## config.mk

```make
export PLATFORM = sky130hd
export DESIGN_NAME = alu_logic_sequencer
export DESIGN_NICKNAME = d
export VERILOG_FILES = /design/src/rtl/alu_pkg.sv /design/src/rtl/alu_logic_sequencer.sv
export SDC_FILE = /design/constraint.sdc
export NUM_CORES = 1
export LEC_CHECK = 0
export BUFFER_PORTS_ARGS = -buffer_cell sky130_fd_sc_hd__buf_2
export CAP_MARGIN = 25
export CORE_UTILIZATION = 51
export CTS_CLUSTER_SIZE = 12
export DETAILED_ROUTE_END_ITERATION = 7
export PLACE_DENSITY = 0.84
export REMOVE_ABC_BUFFERS = 1
export SYNTH_ARGS = -nofsm -noshare
export SYNTH_HDL_FRONTEND = slang
export SYNTH_SLANG_ARGS = --single-unit
```

## constraint.sdc

```tcl
create_clock -name clk_in -period 3.19 [get_ports clk_in]
set_input_delay 0.1595 -clock clk_in [delete_from_list [all_inputs] [get_ports clk_in]]
set_output_delay 0.1595 -clock clk_in [all_outputs]
set_load 0.02 [all_outputs]
```

## src/rtl/alu_pkg.sv

```systemverilog
`default_nettype none
// ============================================================================
// Module  : alu_pkg
// Purpose : Opcodes, reserved-opcode test and sequencer state encoding shared
//           by the ALU command path.
// Revision: 1.0  initial release
// ============================================================================
package alu_pkg;

  localparam logic [2:0] OP_NAND = 3'b000;
  localparam logic [2:0] OP_NOR  = 3'b001;
  localparam logic [2:0] OP_XOR  = 3'b010;
  localparam logic [2:0] OP_AND  = 3'b101;
  localparam logic [2:0] OP_OR   = 3'b110;
  localparam logic [2:0] OP_NOT  = 3'b111;

  typedef enum logic [1:0] {
    ST_IDLE  = 2'd0,
    ST_ISSUE = 2'd1,
    ST_HOLD  = 2'd2
  } state_e;

  function automatic logic is_reserved(input logic [2:0] op);
    return (op == 3'b011) || (op == 3'b100);
  endfunction

endpackage : alu_pkg
`default_nettype wire

```

## src/rtl/alu_logic_sequencer.sv

```systemverilog
`default_nettype none
// ============================================================================
// Module  : alu_logic_sequencer
// Purpose : Valid/ready command front-end that issues one operation to the
//           combinational logic unit and returns its captured result.
// Revision: 1.0  initial release
// ============================================================================
module alu_logic_sequencer
  import alu_pkg::*;
#(
  parameter int WIDTH = 8,
  parameter int CNT_W = 16
) (
  input  logic             clk_in,
  input  logic             rst_in,
  input  logic             cmd_valid_in,
  output logic             cmd_ready_out,
  input  logic [2:0]       cmd_op_in,
  input  logic [WIDTH-1:0] cmd_a_in,
  input  logic [WIDTH-1:0] cmd_b_in,
  input  logic             cmd_chain_in,
  output logic [WIDTH-1:0] lu_a_out,
  output logic [WIDTH-1:0] lu_b_out,
  output logic [2:0]       lu_s_out,
  output logic             lu_en_out,
  input  logic [WIDTH-1:0] lu_y_in,
  output logic             res_valid_out,
  input  logic             res_ready_in,
  output logic [WIDTH-1:0] res_y_out,
  output logic             res_err_out,
  output logic [CNT_W-1:0] ops_count_out
);

  state_e           state_q, state_d;
  logic [WIDTH-1:0] a_q, a_d;
  logic [WIDTH-1:0] b_q, b_d;
  logic [2:0]       op_q, op_d;
  // The result register doubles as the chaining source (last result).
  logic [WIDTH-1:0] y_q, y_d;
  logic             err_q, err_d;
  logic [CNT_W-1:0] cnt_q, cnt_d;
  logic             ready_q, ready_d;
  logic             valid_q, valid_d;
  logic             en_q, en_d;

  always_comb begin
    state_d = state_q;
    a_d     = a_q;
    b_d     = b_q;
    op_d    = op_q;
    y_d     = y_q;
    err_d   = err_q;
    cnt_d   = cnt_q;
    ready_d = ready_q;
    valid_d = valid_q;
    en_d    = en_q;
    case (state_q)
      ST_IDLE: begin
        if (cmd_valid_in) begin
          a_d     = cmd_chain_in ? y_q : cmd_a_in;
          b_d     = cmd_b_in;
          op_d    = cmd_op_in;
          ready_d = 1'b0;
          en_d    = is_reserved(cmd_op_in);
          state_d = ST_ISSUE;
        end
      end
      ST_ISSUE: begin
        y_d     = is_reserved(op_q) ? '0 : lu_y_in;
        err_d   = is_reserved(op_q);
        en_d    = 1'b1;
        valid_d = 1'b1;
        state_d = ST_HOLD;
      end
      ST_HOLD: begin
        if (res_ready_in) begin
          valid_d = 1'b0;
          ready_d = 1'b1;
          cnt_d   = cnt_q + CNT_W'(1);
          state_d = ST_IDLE;
        end
      end
      default: begin
        ready_d = 1'b1;
        valid_d = 1'b0;
        en_d    = 1'b1;
        state_d = ST_IDLE;
      end
    endcase
  end

  always_ff @(posedge clk_in) begin
    if (rst_in) begin
      state_q <= ST_IDLE;
      a_q     <= '0;
      b_q     <= '0;
      op_q    <= '0;
      y_q     <= '0;
      err_q   <= 1'b0;
      cnt_q   <= '0;
      ready_q <= 1'b1;
      valid_q <= 1'b0;
      en_q    <= 1'b1;
    end else begin
      state_q <= state_d;
      a_q     <= a_d;
      b_q     <= b_d;
      op_q    <= op_d;
      y_q     <= y_d;
      err_q   <= err_d;
      cnt_q   <= cnt_d;
      ready_q <= ready_d;
      valid_q <= valid_d;
      en_q    <= en_d;
    end
  end

  assign cmd_ready_out = ready_q;
  assign lu_a_out      = a_q;
  assign lu_b_out      = b_q;
  assign lu_s_out      = op_q;
  assign lu_en_out     = en_q;
  assign res_valid_out = valid_q;
  assign res_y_out     = y_q;
  assign res_err_out   = err_q;
  assign ops_count_out = cnt_q;

endmodule : alu_logic_sequencer
`default_nettype wire

```

[Word-level counts from Yosys, hierarchy flattened]
Cells that the tools add are included.
Cells by class
  $add $sub $neg: 1
  $mul: 0
  divide/modulo/power cells: 0
  magnitude comparators: 0
  equal/unequal tests: 8
  shift operators: 0
  mux-type cells: 12
  bitwise logic cells: 3
  reduce and logical (&&, ||, !) cells: 9
Operator list (number)
  16-bit by 1-bit adder with 16-bit output, second input constant: 1
  8-bit 2-to-1 mux: 2
  2-bit AND reduction: 5
  3-bit by 2-bit == test with 1-bit output, second input constant: 2
  3-bit == test, second input constant: 2
  1-bit one-hot mux with 3 select lines: 2
  2-bit one-hot mux with 3 select lines: 1
  1-bit 2-to-1 mux: 4
  2-bit 2-to-1 mux: 2
  2-bit inequality test, second input constant: 2
  1-bit NOT: 3
  3-bit AND reduction: 1
  2-bit by 1-bit == test with 1-bit output, second input constant: 1
  2-bit == test, second input constant: 1
  2-bit logical NOT: 1
  1-bit logical OR: 2
  1-bit one-hot mux with 2 select lines: 1
Storage, ports and cells
  register bits after elaboration: 49
  bits in latches: 0
  RAM bits: 0
  memory bits (read-only): 0
  output and inout port bits: 47
  logic and storage cells: 43
  memories kept: 0

[Logic depth before layout (Yosys ltp)]
  word-level depth: 4
  mapped depth: 6

[Worst setup path after synthesis]
Ideal clock, no wire load.
  path type: flip-flop to flip-flop
  start point: register cnt_q[2] (netlist: ops_count_out[2])
  end point: register cnt_q[15] (netlist: ops_count_out[15])
  library setup time: 0.070 ns
  data arrival time: 1.750 ns
  data required time: 3.120 ns
  path slack: 1.370 ns
  stages on the path, launching flop included: 6
  clock period less this slack: 1.820 ns
  cells stage by stage: dfxtp_1 > buf_4 > nand3_1 > or3_4 > or4_1 > a21oi_1
Between the ends
  longest elaborated chain between the ends: 1
RTL lines
  from (decl): RTL line alu_logic_sequencer.sv:41  | logic [CNT_W-1:0] cnt_q, cnt_d;
  from (signal assigned): RTL line alu_logic_sequencer.sv:111  | cnt_q <= cnt_d;
  16-bit by 1-bit adder with 16-bit output: RTL line alu_logic_sequencer.sv:79  | cnt_d = cnt_q + CNT_W'(1);
No other way between the ends.
A chain may end at the register's enable or synchronous reset.

[Worst setup path in the final report]
Same ends and word-level chain as after synthesis.

==> flow_metrics.env <==
export IMPL_status="finished clean"
export IMPL_drt_pass1_iter_count=5
export IMPL_die_h_um=63.9
export IMPL_dpl_worst_slack_ps=1400
export IMPL_setup_tns_ps=0
export IMPL_post_cts_buffers=0
export IMPL_num_rows=22
export IMPL_slowest_stage="dfxtp_1"
export IMPL_die_area_sq_um=4080
export IMPL_fp_dieW_um=63.9
export IMPL_yosysSeqAreaShare=0.502
export IMPL_vias=1754
export IMPL_drt_initial_drc_count=96
export IMPL_worst_pin_slew_ps=876
export IMPL_rsz0062_at_grt="false"
export IMPL_path_cells="nand3_1, or3_4, or4_1, a21oi_1"
export IMPL_p_sw_uw=309
export IMPL_ant_nets=0
export IMPL_slew_violations=0
export IMPL_vdd_drop_max_uv=433
export IMPL_drv_cap=0
export IMPL_hp_class="in -> reg"
export IMPL_criticalPathCategory="reg -> reg"
export IMPL_clock_path_buffers=2
export IMPL_cp_data_arrival_time_ps=2090
export IMPL_tritoncts="built"
export IMPL_p_sw_frac=0.244
export IMPL_critical_path_peak_fanout=8
export IMPL_power_frac_seq=0.519
export IMPL_p_total_uw=1270
export IMPL_fin_ws_ps=1320
export IMPL_yosys_top_cells_area="dfxtp_1 50%, nor2_1 6.7%, nand2_1 5.4%"
export IMPL_ctsHoldBuffers=0
export IMPL_clock_sinks=49
export IMPL_synthSimpleGateAreaFrac=0.238
export IMPL_cts_clk_slew_worst_paths_ps=80
export IMPL_startpoint_type="flip-flop"
export IMPL_htreeDepth=2
export IMPL_viasPerCell=5.11
export IMPL_grt_pass1_wl_mm=7.10
export IMPL_place_gp_congestion=0.804
export IMPL_hold_violations=0
export IMPL_synthFlopType="dfxtp_1"
export IMPL_synth_top_family_by_area="simple AND/OR/NAND/NOR gates"
export IMPL_wl_per_cell_um=12.6
export IMPL_drive_above_1_share=0.305
export IMPL_num_nets_final=327
export IMPL_grt_max_degree=50
export IMPL_cellLeakagePower_uw=0.00115
export IMPL_ys_types=33
export IMPL_hpwl_mm=3.01
export IMPL_gr_total_overflow=0
export IMPL_powerDensity_nw_per_um2=511
export IMPL_antenna_cells=0
export IMPL_synth_edf_count=0
export IMPL_fmax_mhz=536
export IMPL_track_usage=0.223
export IMPL_design_area_sq_um=2480
export IMPL_place_area_sq_um=2360
export IMPL_whs_ps=87.5
export IMPL_antenna_found_initial=0
export IMPL_grt_pass1_vias=1542
export IMPL_yosysWarnings=0
export IMPL_pin_count=79
export IMPL_synth_compound_area_frac=0.136
export IMPL_synth_seq_cells=49
export IMPL_avgSynthCellArea_sq_um=8.88
export IMPL_place_port_buffers=78
export IMPL_cts_made_buffers=5
export IMPL_synth_adder_area_share=0.00641
export IMPL_intPower_uw=958
export IMPL_cts_root_buf="clkbuf_8"
export IMPL_cpPeakStageDelay_ps=480
export IMPL_synth_largest_area_cell="dfxtp_1"
export IMPL_p_comb_frac=0.129
export IMPL_synth_area_sq_um=1950
export IMPL_synthCells=220
export IMPL_crit_required_ps=3410
export IMPL_slew_headroom=0.416
export IMPL_timing_final_crit_share=0.585
export IMPL_areaGrowthSynthToFinish_pct=26.9
export IMPL_drc=0
export IMPL_crit_buf_inv=0
export IMPL_core_region_area_sq_um=3660
export IMPL_wirelength_mm=4.34
export IMPL_final_common_cell="buf_2"
export IMPL_cts_repair_resized=0
export IMPL_yosys_area_top_type_share=0.502
export IMPL_async_flop_share=0
export IMPL_critPathCaptureType="flip-flop"
export IMPL_layout_common_cells="78 x buf_2, 49 x dfxtp_1, 35 x nor2_1"
export IMPL_fin_crit_ps=1870
export IMPL_setup_viol=0
export IMPL_initial_core_util=0.533
export IMPL_synth_xor_area_frac=0.0448
export IMPL_critical_path_top_delay_family="simple AND/OR/NAND/NOR gates"
export IMPL_p_clk_frac=0.351
export IMPL_clkLatencyLatePin_ps=300
export IMPL_synthMuxAreaShare=0.0461
export IMPL_skew_ps=7.05
[Yosys cell counts (all sizes together), types with 4 or more instances]
cell and number:
a22oi 8, a211oi 8, or3 5, nor2 35
a21oi 18, mux2i 9, nand3 5, nand4 4
nand2 28, xor2 6, dfxtp 49, xnor2 4
clkbuf 9, o21ai 5
[metrics by stage]
| step | utilization | instances |
|---|---|---|
| 6_report | 0.677 | 343 |
| 5_1_grt | 0.677 | 343 |
| 3_3_place_gp | 0.645 | 335 |
| 3_5_place_dp | 0.645 | 335 |
| 4_1_cts | 0.677 | 343 |
| 2_1_floorplan | - | 208 |
[worst paths after layout]
check	from	end	slack (ps)	cells after the start
max	ops_count_out[2]$_SDFFE_PP0P_	ops_count_out[15]$_SDFFE_PP0P_	1320	4
min	cmd_b_in[0]	lu_b_out[0]$_SDFFE_PP0P_	90	3
max reg2reg	ops_count_out[2]$_SDFFE_PP0P_	ops_count_out[15]$_SDFFE_PP0P_	1320	4
min reg2reg	lu_b_out[0]$_SDFFE_PP0P_	lu_b_out[0]$_SDFFE_PP0P_	450	2
[worst min-delay path, delay by kind of cell]
kind,cells,cell delay (ps)
buffers and inverters,1,100
AOI/OAI and AO/OA,1,50
and+or+nand+nor,1,40
[layout make-up]
class,instances,area (sq um)
Multi-Input combinational cell,158,920
Sequential cell,49,981
Clock inverter,1,30.0
Tap cell,48,60.1
Timing Repair Buffer,79,398
Inverter,1,3.75
Clock buffer,7,86.3
Fill cell,309,1180
[cells by family after synthesis]
logic type                 count (synthesis)
DFF                                       49
xor gates and xnor gates                  10
adders and majority gates                  1
muxes                                      9
and+or+nand+nor                           96
AOI/OAI and AO/OA                         42
buffers and inverters                     13
[flip-flops by register name, indices dropped and copies added (netlist names)]
name,cells
lu_en_out,1
lu_a_out,8
state_q,2
res_err_out,1
res_valid_out,1
lu_b_out,8
lu_s_out,3
ops_count_out,16
cmd_ready_out,1
res_y_out,8
[routing by layer]
layer | up-vias | track usage | routed length, um
li1 | 910 | - | -
met1 | 796 | 0.272 | 1960
met2 | 41 | 0.368 | 2120
met3 | 7 | 0.0696 | 185
met4 | 0 | 0.0824 | 78
met5 | - | 0 | 0
[power groups by stage]
stage	combinational (uW)	clock [uW]	sequential (uW)
global placement	163	0	671
floorplan	59.8	0	705
CTS	166	455	658
global route	180	479	662
detailed placement	165	0	673
finish	164	446	658
Power figures use the tool's default switching activity.
